<file path="src/rtl/chan_pkg.sv">
// Shared types and constants for the DMA sound channel fetch path.
package chan_pkg;
  localparam int AW          = 22;
  localparam int IDXW        = 5;
  localparam int QDEPTH_LOG2 = 2;

  typedef enum logic [1:0] {
    ST_IDLE = 2'd0,
    ST_REQ  = 2'd1,
    ST_WAIT = 2'd2
  } fetch_state_e;

  // Byte phase within an address triplet: hi, mid, lo
  localparam logic [1:0] PH_HI  = 2'd0;
  localparam logic [1:0] PH_MID = 2'd1;
  localparam logic [1:0] PH_LO  = 2'd2;
endpackage

</file>
<file path="src/rtl/chan_addr_fifo.sv">
// Small synchronous address FIFO; a pop in the same cycle frees room for a push when full.
module chan_addr_fifo
  import chan_pkg::*;
#(
  parameter int W          = chan_pkg::AW,
  parameter int DEPTH_LOG2 = chan_pkg::QDEPTH_LOG2
) (
  input  logic         clk,
  input  logic         rst_n,
  input  logic         push,
  input  logic [W-1:0] wdata,
  input  logic         pop,
  output logic [W-1:0] rdata,
  output logic         full,
  output logic         empty
);
  localparam int DEPTH = 1 << DEPTH_LOG2;

  logic [W-1:0]        mem_q [DEPTH];
  logic [DEPTH_LOG2:0] wr_ptr_q, wr_ptr_d;
  logic [DEPTH_LOG2:0] rd_ptr_q, rd_ptr_d;
  logic                do_wr, do_rd;

  assign empty = (wr_ptr_q == rd_ptr_q);
  assign full  = (wr_ptr_q[DEPTH_LOG2] != rd_ptr_q[DEPTH_LOG2]) &&
                 (wr_ptr_q[DEPTH_LOG2-1:0] == rd_ptr_q[DEPTH_LOG2-1:0]);
  assign rdata = mem_q[rd_ptr_q[DEPTH_LOG2-1:0]];

  always_comb begin
    do_rd    = pop && !empty;
    do_wr    = push && (!full || do_rd);
    wr_ptr_d = wr_ptr_q;
    rd_ptr_d = rd_ptr_q;
    if (do_wr) wr_ptr_d = wr_ptr_q + 1'b1;
    if (do_rd) rd_ptr_d = rd_ptr_q + 1'b1;
  end

  always_ff @(posedge clk or negedge rst_n) begin
    if (!rst_n) begin
      wr_ptr_q <= '0;
      rd_ptr_q <= '0;
    end else begin
      wr_ptr_q <= wr_ptr_d;
      rd_ptr_q <= rd_ptr_d;
    end
  end

  // Storage needs no reset: entries are only read once the pointers say they are valid.
  always_ff @(posedge clk) begin
    if (do_wr) mem_q[wr_ptr_q[DEPTH_LOG2-1:0]] <= wdata;
  end
endmodule

</file>
<file path="src/rtl/chan_fetch_sched.sv">
// Assembles 3-byte sample addresses, queues them and runs one memory fetch at a time,
// returning each byte tagged with its ordinal within the current frame.
module chan_fetch_sched
  import chan_pkg::*;
#(
  parameter int AW          = chan_pkg::AW,
  parameter int QDEPTH_LOG2 = chan_pkg::QDEPTH_LOG2,
  parameter int IDXW        = chan_pkg::IDXW
) (
  input  logic            clk,
  input  logic            rst_n,
  input  logic            ena,
  input  logic            sync_stb,
  input  logic [7:0]      in_data,
  input  logic            in_stb_addr,
  output logic            mem_req,
  output logic [AW-1:0]   mem_addr,
  input  logic            mem_ack,
  input  logic            mem_rdy,
  input  logic [7:0]      mem_rdata,
  output logic [7:0]      smp_data,
  output logic [IDXW-1:0] smp_idx,
  output logic            smp_stb,
  output logic            ovf,
  output logic            late,
  input  logic            clr_flags
);
  localparam int HIW = AW - 16;

  logic [1:0]      phase_q, phase_d, phase_cur;
  logic [HIW-1:0]  hi_q, hi_d;
  logic [7:0]      mid_q, mid_d;
  logic            push;
  logic [AW-1:0]   push_addr;

  logic            pop, q_full, q_empty;
  logic [AW-1:0]   q_head;

  fetch_state_e    state_q;
  logic            mem_req_q;
  logic [AW-1:0]   mem_addr_q;
  logic [7:0]      smp_data_q;
  logic [IDXW-1:0] smp_idx_q, ord_q, ord_base;
  logic            smp_stb_q, smp_fire;

  logic            ovf_q, ovf_d, late_q, late_d;

  // A frame strobe restarts the triplet, including a byte arriving in the same cycle.
  always_comb begin
    phase_cur = sync_stb ? PH_HI : phase_q;
    phase_d   = phase_cur;
    hi_d      = hi_q;
    mid_d     = mid_q;
    push      = 1'b0;
    if (in_stb_addr) begin
      case (phase_cur)
        PH_HI: begin
          hi_d    = in_data[HIW-1:0];
          phase_d = PH_MID;
        end
        PH_MID: begin
          mid_d   = in_data;
          phase_d = PH_LO;
        end
        default: begin
          push    = 1'b1;
          phase_d = PH_HI;
        end
      endcase
    end
  end

  assign push_addr = {hi_q, mid_q, in_data};

  always_ff @(posedge clk or negedge rst_n) begin
    if (!rst_n) begin
      phase_q <= PH_HI;
      hi_q    <= '0;
      mid_q   <= '0;
    end else begin
      phase_q <= phase_d;
      hi_q    <= hi_d;
      mid_q   <= mid_d;
    end
  end

  chan_addr_fifo #(
    .W          (AW),
    .DEPTH_LOG2 (QDEPTH_LOG2)
  ) u_fifo (
    .clk   (clk),
    .rst_n (rst_n),
    .push  (push),
    .wdata (push_addr),
    .pop   (pop),
    .rdata (q_head),
    .full  (q_full),
    .empty (q_empty)
  );

  assign pop      = (state_q == ST_IDLE) && ena && !q_empty;
  assign ord_base = sync_stb ? '0 : ord_q;
  assign smp_fire = ((state_q == ST_REQ) && mem_ack && mem_rdy) ||
                    ((state_q == ST_WAIT) && mem_rdy);

  always_ff @(posedge clk or negedge rst_n) begin
    if (!rst_n) begin
      state_q    <= ST_IDLE;
      mem_req_q  <= 1'b0;
      mem_addr_q <= '0;
      smp_data_q <= '0;
      smp_idx_q  <= '0;
      smp_stb_q  <= 1'b0;
      ord_q      <= '0;
    end else begin
      smp_stb_q <= 1'b0;
      ord_q     <= ord_base;
      if (smp_fire) begin
        smp_data_q <= mem_rdata;
        smp_idx_q  <= ord_base;
        smp_stb_q  <= 1'b1;
        ord_q      <= ord_base + 1'b1;
      end
      case (state_q)
        ST_IDLE: begin
          if (pop) begin
            mem_addr_q <= q_head;
            mem_req_q  <= 1'b1;
            state_q    <= ST_REQ;
          end
        end
        ST_REQ: begin
          if (mem_ack) begin
            mem_req_q <= 1'b0;
            state_q   <= mem_rdy ? ST_IDLE : ST_WAIT;
          end
        end
        ST_WAIT: begin
          if (mem_rdy) state_q <= ST_IDLE;
        end
        default: begin
          mem_req_q <= 1'b0;
          state_q   <= ST_IDLE;
        end
      endcase
    end
  end

  // Sticky flags: a set event in the same cycle as clr_flags wins.
  always_comb begin
    ovf_d  = ovf_q & ~clr_flags;
    late_d = late_q & ~clr_flags;
    if (push && q_full && !pop) ovf_d = 1'b1;
    if (sync_stb && ((state_q != ST_IDLE) || !q_empty)) late_d = 1'b1;
  end

  always_ff @(posedge clk or negedge rst_n) begin
    if (!rst_n) begin
      ovf_q  <= 1'b0;
      late_q <= 1'b0;
    end else begin
      ovf_q  <= ovf_d;
      late_q <= late_d;
    end
  end

  assign mem_req  = mem_req_q;
  assign mem_addr = mem_addr_q;
  assign smp_data = smp_data_q;
  assign smp_idx  = smp_idx_q;
  assign smp_stb  = smp_stb_q;
  assign ovf      = ovf_q;
  assign late     = late_q;
endmodule

</file>
<file path="config.mk">
export PLATFORM = sky130hd
export DESIGN_NAME = chan_fetch_sched
export DESIGN_NICKNAME = d
export VERILOG_FILES = /design/src/rtl/chan_pkg.sv /design/src/rtl/chan_addr_fifo.sv /design/src/rtl/chan_fetch_sched.sv
export SDC_FILE = /design/constraint.sdc
export NUM_CORES = 1
export LEC_CHECK = 0
export BUFFER_PORTS_ARGS = -buffer_cell sky130_fd_sc_hd__buf_2
export CORE_UTILIZATION = 55
export DETAILED_ROUTE_END_ITERATION = 6
export PLACE_DENSITY = 0.75
export REMOVE_ABC_BUFFERS = 1
export SYNTH_ARGS = -nofsm -noshare
export SYNTH_HDL_FRONTEND = slang
export SYNTH_HIERARCHICAL = 1
export SYNTH_SLANG_ARGS = --single-unit
export TNS_END_PERCENT = 50
</file>
<file path="constraint.sdc">
create_clock -name clk -period 3.45 [get_ports clk]
set_input_delay 0.8625 -clock clk [delete_from_list [all_inputs] [get_ports clk]]
set_output_delay 0.8625 -clock clk [all_outputs]
set_load 0.05 [all_outputs]
</file>
**After elaboration in Yosys (flattened, before gate mapping)**

Memory sizes are Yosys's and may differ from the RTL's. A register that Yosys moved wholly into a read port is not among the register bits.
Cells that the tools add are included.

- $add $sub $neg: 3
- $mul: 0
- Div/mod/pow operators: 0
- $lt $le $gt $ge: 0
- Equality and inequality tests: 9
- Shifts and indexed selects: 0
- Muxes and demuxes: 20
- Bitwise operators: 4
- Reduce and logical (&&, ||, !) cells: 27

Operators with widths:

| operator | number |
|---|---|
| 2-to-1 mux 2 bit | 6 |
| logical AND 1 bit | 11 |
| 2-to-1 mux 5 bit | 2 |
| 2-to-1 mux 1 bit | 9 |
| adder 3 x 1 -> 3 bit, second input constant | 2 |
| inequality test 2 bit, second input constant | 3 |
| case mux 2 bit (3 select lines) | 1 |
| AND reduction 2 bit | 3 |
| AND reduction 3 bit | 2 |
| adder 5 x 1 -> 5 bit, second input constant | 1 |
| equality test 2 x 1 -> 1 bit, second input constant | 2 |
| zero test 1 bit | 4 |
| zero test 2 bit | 2 |
| case mux 2 bit (2 select lines) | 1 |
| equality test 3 bit | 1 |
| logical OR 1 bit | 3 |
| case mux 1 bit (3 select lines) | 1 |
| AND 1 bit | 2 |
| equality test 2 bit | 1 |
| equality test 2 bit, second input constant | 1 |
| inverter 1 bit | 2 |
| nonzero test 2 bit | 1 |
| OR reduction 2 bit | 1 |
| inequality test 1 bit | 1 |

- Flip-flop bits (word level): 46
- Latch bits: 0
- Bits in writable memories: 88
- Bits in read-only memories: 0
- Input bits: 24
- Output and inout port bits: 39
- Word-level logic and storage cells: 77
- Memories: 1

Memory list:

| name | words | bits a word | rd ports | clocked after Yosys merged registers in | wr ports | RTL line | RTL |
|---|---|---|---|---|---|---|---|
| u_fifo.mem_q | 4 | 22 | 1 | 1 | 1 | chan_addr_fifo.sv:19 | `logic [W-1:0] mem_q [DEPTH];` |

**Depth between registers and ports, before layout**

Gate-level depths: netlist (run 1).

- Word-level depth: 8
- Mapped depth: 9

**By module**

The synthesis (run 1) kept the hierarchy.

Modules (own cells, without submodules):

| module | times used | cells each | area each (um2) |
|---|---|---|---|
| chan_addr_fifo | 1 | 159 | 3636.0 |
| chan_fetch_sched | 1 | 166 | 2516.2 |

**Worst setup path before layout (run 1)**

Ideal clock, no wire load.

- Path type: flip-flop to flip-flop
- Start: register u_fifo.rd_ptr_q[1]
- End: memory u_fifo/mem_q[1][0] (netlist name) (enable)
- Library setup time: 381 ps
- Arrival time: 2617 ps
- Required time: 3069 ps
- Slack: 452 ps
- Stages on the path, launching flop included: 10
- Buffers on the path: 4
- Period minus slack after synthesis: 2998 ps
- Cells stage by stage: dfrtp_1 buf_2 xor2_1 buf_2 nor3_1 nor4b_4 buf_6 clkbuf_1 or4_1 and3_1

- Cells in the longest elaborated chain, start to end: 8
- Elaborated cells between the ends (all ways): 11

Ends and longest elaborated chain:

| what | RTL line | RTL |
|---|---|---|
| start: declaration | chan_addr_fifo.sv:21 | `logic [DEPTH_LOG2:0] rd_ptr_q, rd_ptr_d;` |
| start signal: assignment | chan_addr_fifo.sv:44 | `rd_ptr_q <= rd_ptr_d;` |
| equality test 3 bit | chan_addr_fifo.sv:24 | `assign empty = (wr_ptr_q == rd_ptr_q);` |
| net q_empty | chan_fetch_sched.sv:36 | `logic pop, q_full, q_empty;` |
| zero test 1 bit | chan_fetch_sched.sv:101 | `assign pop = (state_q == ST_IDLE) && ena && !q_empty;` |
| logical AND 1 bit | chan_fetch_sched.sv:101 |  |
| net pop | chan_fetch_sched.sv:36 |  |
| logical AND 1 bit | chan_addr_fifo.sv:30 | `do_rd = pop && !empty;` |
| logical OR 1 bit | chan_addr_fifo.sv:31 | `do_wr = push && (!full \|\| do_rd);` |
| logical AND 1 bit | chan_addr_fifo.sv:31 |  |
| 2-to-1 mux 1 bit | chan_addr_fifo.sv:50 | `if (do_wr) mem_q[wr_ptr_q[DEPTH_LOG2-1:0]] <= wdata;` |
| 2-to-1 mux 1 bit (not written as such) | chan_addr_fifo.sv:50 |  |
| end: declaration | chan_addr_fifo.sv:19 |  |

The timed path passes the listed nets, and every way through them passes these cells.

**Final worst setup path (run 1)**

- Start: register u_fifo.wr_ptr_q[0]
- End: memory u_fifo/mem_q[2][18] (netlist name) (enable)

- Cells in the longest elaborated chain, start to end: 8
- Elaborated cells between the ends (all ways): 11

Ends and longest elaborated chain:

| what | RTL line | RTL |
|---|---|---|
| start: declaration | chan_addr_fifo.sv:20 | `logic [DEPTH_LOG2:0] wr_ptr_q, wr_ptr_d;` |
| start signal: assignment | chan_addr_fifo.sv:43 | `wr_ptr_q <= wr_ptr_d;` |
| equality test 3 bit (*) | chan_addr_fifo.sv:24 |  |
| net q_empty | chan_fetch_sched.sv:36 |  |
| zero test 1 bit (*) | chan_addr_fifo.sv:30, chan_fetch_sched.sv:101 |  |
| logical AND 1 bit | chan_fetch_sched.sv:101 |  |
| logical AND 1 bit (*) | chan_addr_fifo.sv:30 |  |
| logical OR 1 bit (*) | chan_addr_fifo.sv:31 |  |
| logical AND 1 bit (*) | chan_addr_fifo.sv:31 |  |
| 2-to-1 mux 1 bit (*) | chan_addr_fifo.sv:50 |  |
| 2-to-1 mux 1 bit (not written as such) (*) | chan_addr_fifo.sv:50 |  |

The timed path passes the listed nets; every way through them passes the cells marked *.

==> flow_summary.yaml, run 1 <==
power_and_ir_drop:
  p_sw_uw: 2292
  worst_ir_drop_vdd_mv: 0.6143
  sequentialPowerShare_pct: 38.7
  p_total_uw: 6596
  internal_power_uw: 4304
  p_sw_share_pct: 34.75
  pwr-share-clk_pct: 28.2
  p_leak_uw: 0.002794
  pwr-share-comb_pct: 33.2
  power.density_nw_per_um2: 918.8
setup_path:
  rr_worst_depth: 5
  start_kind: "flip-flop"
  endpoint_kind: "flip-flop"
  crit_chain: "xor2_4 -> nor3_1 -> nor4b_4 -> or4_1 -> and3_1"
  r2r_setup_slack_ps: 430
  critPathSlowestCell: "and3_1"
  path_class: "flip-flop to flip-flop"
  critPathArrivalTime_ps: 3090
  path_max_fanout: 22
  critPathTopFamily: "simple AND/OR/NAND/NOR gates"
  r2r-start: "u_fifo/wr_ptr_q[0]"
  path_buf_inv: 0
  required_ps: 3520
  r2r_end: "u_fifo/mem_q[2][18]"
  cp_slowest_stage_delay_ps: 640
routing:
  drt_wl_total_um: 10690
  wire_per_inst_um: 19.43
  drt_iter0_markers: 145
  vias: 3121
  drc_errors: 0
  vias_per_cell: 5.675
  final_antenna_net_count: 0
  dr.pass1.iters: 4
sta:
  hold_viol: 0
  holdWs_ps: 366.7
  worst_pin_slew_ps: 1271
  skew_ps: 8.037
  min_period_over_period_pct: 87.46
  relSlewSlack_pct: 15.26
  finalMaxSlewViolations: 0
  fin_tns_setup_ps: 0
  setup_violations: 0
  grt_setup_unrepaired: "no"
  period_needed_ps: 3017
  fmax_ghz: 0.3314
global_route:
  grt_max_degree: 45
  gr-total-overflow: 0
  grt_pass1_vias: 3200
  grt_pass1_wl_um: 17100
  track_usage_pct: 20.39
  antenna_found_initial: 0
synth:
  yosysSeqAreaShare_pct: 70.61
  synth_commonest_cells: "88 x edfxtp_1, 68 x dfrtp_1, 49 x mux2_2, 22 x mux4_2, 8 x inv_1"
  yosys_register_bits: 156
  synth_area_per_cell_um2: 18.93
  synth-xor-area-share_pct: 1.444
  synth_compound_area_share_pct: 2.746
  synthMuxAreaShare_pct: 17.88
  ys_types: 47
  synthCells: 325
  yosysTopAreaCellShare_pct: 42.95
  async_flop_share_pct: 43.59
  ys_warn_count: 6
  netlist_area_um2: 6152
  yosys.area.top_type: "edfxtp_1"
  synth_fa_ha_area_share_pct: 1.220
  synth_simple_gate_area_share_pct: 3.884
  synth_most_common_cell: "edfxtp_1"
  synth_top_family_by_area: "multiplexers"
  synthFlopType: "edfxtp_1"
  ys_top_cells_by_area: "edfxtp_1 43%, dfrtp_1 28%, mux2_2 9.0%"
  synth_edf_count: 88
clock_network:
  cts_resized: 0
  path_clk_slew_ps: 60
  clock-sinks: 156
  cts_tree: "yes"
  ctsHoldBuffers: 0
  cts-root-buf: "clkbuf_8"
  clock_path_buffers: 2
  htreeDepth: 4
  cts_setup_buffers: 0
  clkLatencyLatePin_ps: 510
  cts_buffers: 17
floorplan:
  die-area_um2: 11610
  coreArea_um2: 10890
  io_pins: 63
  start_util_pct: 56.50
  core.rowCount: 38
  die_w_um: 107.8
  die_y_um: 107.8
cells_and_area:
  fin_nets: 427
  num_antenna_cells: 0
  finish.utilization_pct: 65.94
  drive_gt1_share_pct: 42.68
  fin_cells: 550
  syn2layout_area_growth_pct: 16.70
  final.fill_count: 733
outcome:
  status: "complete, no violations"
job:
  maxCapViolations: 0
worst_hold_path:
  min_path_type: "input port to asynchronous set/reset pin"
placed_design:
  place.gp.congestion: 0.7268
  dpl.cell_count: 518
  port_buffers: 62
  hpwlAfterDp_um: 6107
## stage by stage
| step | setup WS, ps | area, um^2 |
|---|---|---|
| finish | 432.6 | 7179 |
| global route | 311.5 | 7179 |
| CTS | 420.0 | 7179 |
| detailed placement | 449.2 | 6583 |
| global placement | 598.2 | 6583 |
| floorplan | -539.2 | 6046 |
## area by class of cell
cell class,instances,area [um^2],share of cell area (%)
Clock buffer,25,486.7,6.779
Clock inverter,7,110.1,1.534
Inverter,8,30.03,0.4183
Multi-Input combinational cell,147,1672,23.28
Sequential cell,156,4345,60.53
Tap cell,140,175.2,2.440
Timing Repair Buffer,67,360.3,5.019
## cells in the final DEF, fill, tap and decap left out, drive strengths merged, types with 4 or more instances in the layout
cell    instances
a21oi           4
buf            67
clkbuf         25
clkinv          4
dfrtp          68
edfxtp         88
ha              6
inv             8
mux2           51
mux4           22
nand2           5
nand2b          4
nor2            5
o21ai           5
xor2            5
## worst max path at each step
stage / cells past startpoint / endpoint / startpoint / slack (ps)
after floorplan: 5 / u_fifo/mem_q[1][0] / u_fifo/rd_ptr_q[0] / -540
after global placement: 5 / u_fifo/mem_q[1][6] / u_fifo/wr_ptr_q[0] / 600
after detailed placement: 5 / u_fifo/mem_q[0][6] / u_fifo/wr_ptr_q[0] / 450
after CTS: 5 / u_fifo/mem_q[0][19] / u_fifo/wr_ptr_q[0] / 420
after global routing: 5 / u_fifo/mem_q[2][14] / u_fifo/wr_ptr_q[0] / 310
final: 5 / u_fifo/mem_q[2][18] / u_fifo/wr_ptr_q[0] / 430
## metal layers
layer  up-vias  track usage, %  wire (um)  share of wire (%)
li1       1399               -          -                  -
met5         -               0          0                  0
met3         8           4.782        378                3.5
met1      1653           25.82       4447                 42
met2        61           34.34       5770                 54
met4         0           7.534         89               0.83
## kinds of logic after synthesis
group | Yosys count
compound gates | 22
xor+xnor | 8
fa+ha+maj | 6
buf+inv | 22
flops | 156
mux | 76
simple gates | 35
## worst reg2reg max path, delay by kind of cell (launching register included)
family,cells,cell delay [ps]
flip-flops,1,480
AND/OR/NAND/NOR,4,1870
XOR/XNOR,1,220
## sequential cells by signal, indices dropped and copies added, names as in the netlist, 2 cells and up
register / flops
u_fifo/mem_q: 88
smp_idx: 5
mem_addr: 22
phase_q: 2
u_fifo/wr_ptr_q: 3
mid_q: 8
u_fifo/rd_ptr_q: 3
hi_q: 6
smp_data: 8
ord_q: 5
state_q: 2
## power by group through the flow
stage	combinational, uW	clock, uW	sequential (uW)
after floorplan	859	0	3360
after global placement	2160	0	2560
after detailed placement	2190	0	2580
after CTS	2210	1890	2550
after global routing	2320	1960	2600
final	2190	1860	2550
No activity file was read; power rests on OpenSTA's default activity.
==> run 2, diff against run 1 <==
Settings changed: PLACE_DENSITY 0.75 to 0.84.
==> flow_summary.yaml, run 2 (synthesis gave the netlist of run 1 again) <==
sta:
  fmax_ghz: 0.3431
  period_needed_ps: 2915
  relSlewSlack_pct: 19.26
  min_period_over_period_pct: 84.48
  setup_slack_ps: 535.3
  hold_viol: 0
  worst_pin_slew_ps: 1211
  fin_tns_setup_ps: 0
  grt_setup_unrepaired: "no"
  finalMaxSlewViolations: 0
  setup_violations: 0
  skew_ps: 7.227
placed_design:
  port_buffers: 62
  place.gp.congestion: 0.8376
  hpwlAfterDp_um: 6351
  pre_cts_ws_ps: 578.4
cells_and_area:
  final_common_cell: "edfxtp_1"
  seq_area_um2: 4344
  multi_input_area_um2: 1672
  num_antenna_cells: 0
  final.fill_count: 692
  syn2layout_area_growth_pct: 16.58
  drive_gt1_share_pct: 42.34
  largest_register_ffs: 88
  fin_nets: 428
  layout_common_cells: "88 x edfxtp_1, 68 x dfrtp_1, 62 x buf_2"
global_route:
  grt_pass1_wl_um: 17090
  grt_pass1_vias: 3224
  gr-total-overflow: 0
  antenna_found_initial: 0
  track_usage_pct: 20.59
  grt_max_degree: 39
clock_network:
  clock-sinks: 156
  htreeDepth: 4
  ctsHoldBuffers: 0
  cts_buffers: 17
  clkLatencyLatePin_ps: 520
  cts_setup_buffers: 0
  cts-root-buf: "clkbuf_8"
  cts_resized: 0
  path_clk_slew_ps: 60
  cts_tree: "yes"
  clock_path_buffers: 2
setup_path:
  start_kind: "flip-flop"
  r2r_end: "u_fifo/mem_q[2][5]"
  path_max_fanout: 22
  r2r_setup_slack_ps: 540
  required_ps: 3540
  critPathArrivalTime_ps: 3000
  endpoint_kind: "flip-flop"
  rr_worst_depth: 6
  path_class: "flip-flop to flip-flop"
  r2r-start: "u_fifo/wr_ptr_q[1]"
routing:
  wire_per_inst_um: 19.94
  dr.pass1.iters: 4
  vias: 3112
  drt_iter0_markers: 238
  drt_wl_total_um: 10990
  vias_per_cell: 5.648
  drc_errors: 0
  final_antenna_net_count: 0
power_and_ir_drop:
  worst_ir_drop_vdd_mv: 0.4212
  p_leak_uw: 0.002788
  power.density_nw_per_um2: 917.5
floorplan:
  die_w_um: 107.8
  io_pins: 63
  die-area_um2: 11610
  coreArea_um2: 10890
  die_y_um: 107.8
  start_util_pct: 56.50
  core.rowCount: 38
outcome:
  status: "complete, no violations"
worst_hold_path:
  min_path_type: "input port to asynchronous set/reset pin"
job:
  maxCapViolations: 0
[run 2: cell count changes in the layout (fill, tap and decap cells not counted), sizes merged]
cell / previous run / this run
buf: 67 / 68
bufinv: 3 / 4
clkinvlp: 0 / 1
clkbuf: 25 / 22
clkinv: 4 / 5
[run 2: worst max-delay path by stage]
| stage | start | cells after the start | slack, ps | to |
|---|---|---|---|---|
| after floorplan | u_fifo/rd_ptr_q[0] | 5 | -540 | u_fifo/mem_q[1][0] |
| after global placement | u_fifo/wr_ptr_q[0] | 5 | 680 | u_fifo/mem_q[0][7] |
| after detailed placement | u_fifo/wr_ptr_q[1] | 6 | 580 | u_fifo/mem_q[0][1] |
| after CTS | u_fifo/wr_ptr_q[1] | 6 | 540 | u_fifo/mem_q[0][3] |
| after global routing | u_fifo/wr_ptr_q[1] | 6 | 370 | u_fifo/mem_q[2][5] |
| final | u_fifo/wr_ptr_q[1] | 6 | 540 | u_fifo/mem_q[2][5] |
[run 2: cell type report]
type,instances,share of cell area (%)
repair buffers,68,5.129
inverters,8,0.4187
multi-input cells,147,23.31
well taps,140,2.442
flip-flops and latches,156,60.57
clock inverters,10,2.094
clock buffers,22,6.036
[run 2: critical path, cell delays in order (launching register included)]
cell and delay, ps:
dfrtp_1 430, xor2_1 160, buf_4 170, nor3_1 400, nor4b_4 80, or4_1 600
and3_1 620
[run 2: power breakdown]
| part | internal, uW | switching (uW) |
|---|---|---|
| combinational | 787 | 1390 |
| clock | 1170 | 676 |
| sequential | 2330 | 227 |
| total | 4280 | 2300 |
[run 2: metrics by stage]
| stage | total power (uW) | area [um^2] | utilization, % | hold WS, ps | instances |
|---|---|---|---|---|---|
| 6_report | 6580 | 7172 | 65.87 | 417.5 | 551 |
| 5_1_grt | 6853 | 7172 | 65.87 | 471.7 | 551 |
| 4_1_cts | 6637 | 7172 | 65.87 | 431.6 | 551 |
| 3_5_place_dp | 4772 | 6589 | 60.51 | 486.1 | 519 |
| 3_3_place_gp | 4691 | 6589 | 60.51 | 478.8 | 519 |
| 2_1_floorplan | 4215 | 6046 | - | 470.9 | 311 |
[run 2: per-layer routing]
layer	global-route usage (%)	vias to the layer above	wire, um
met2	34.11	74	5919
met3	5.569	10	380
li1	-	1400	-
met4	7.436	0	112
met1	26.19	1628	4577
met5	0	-	0
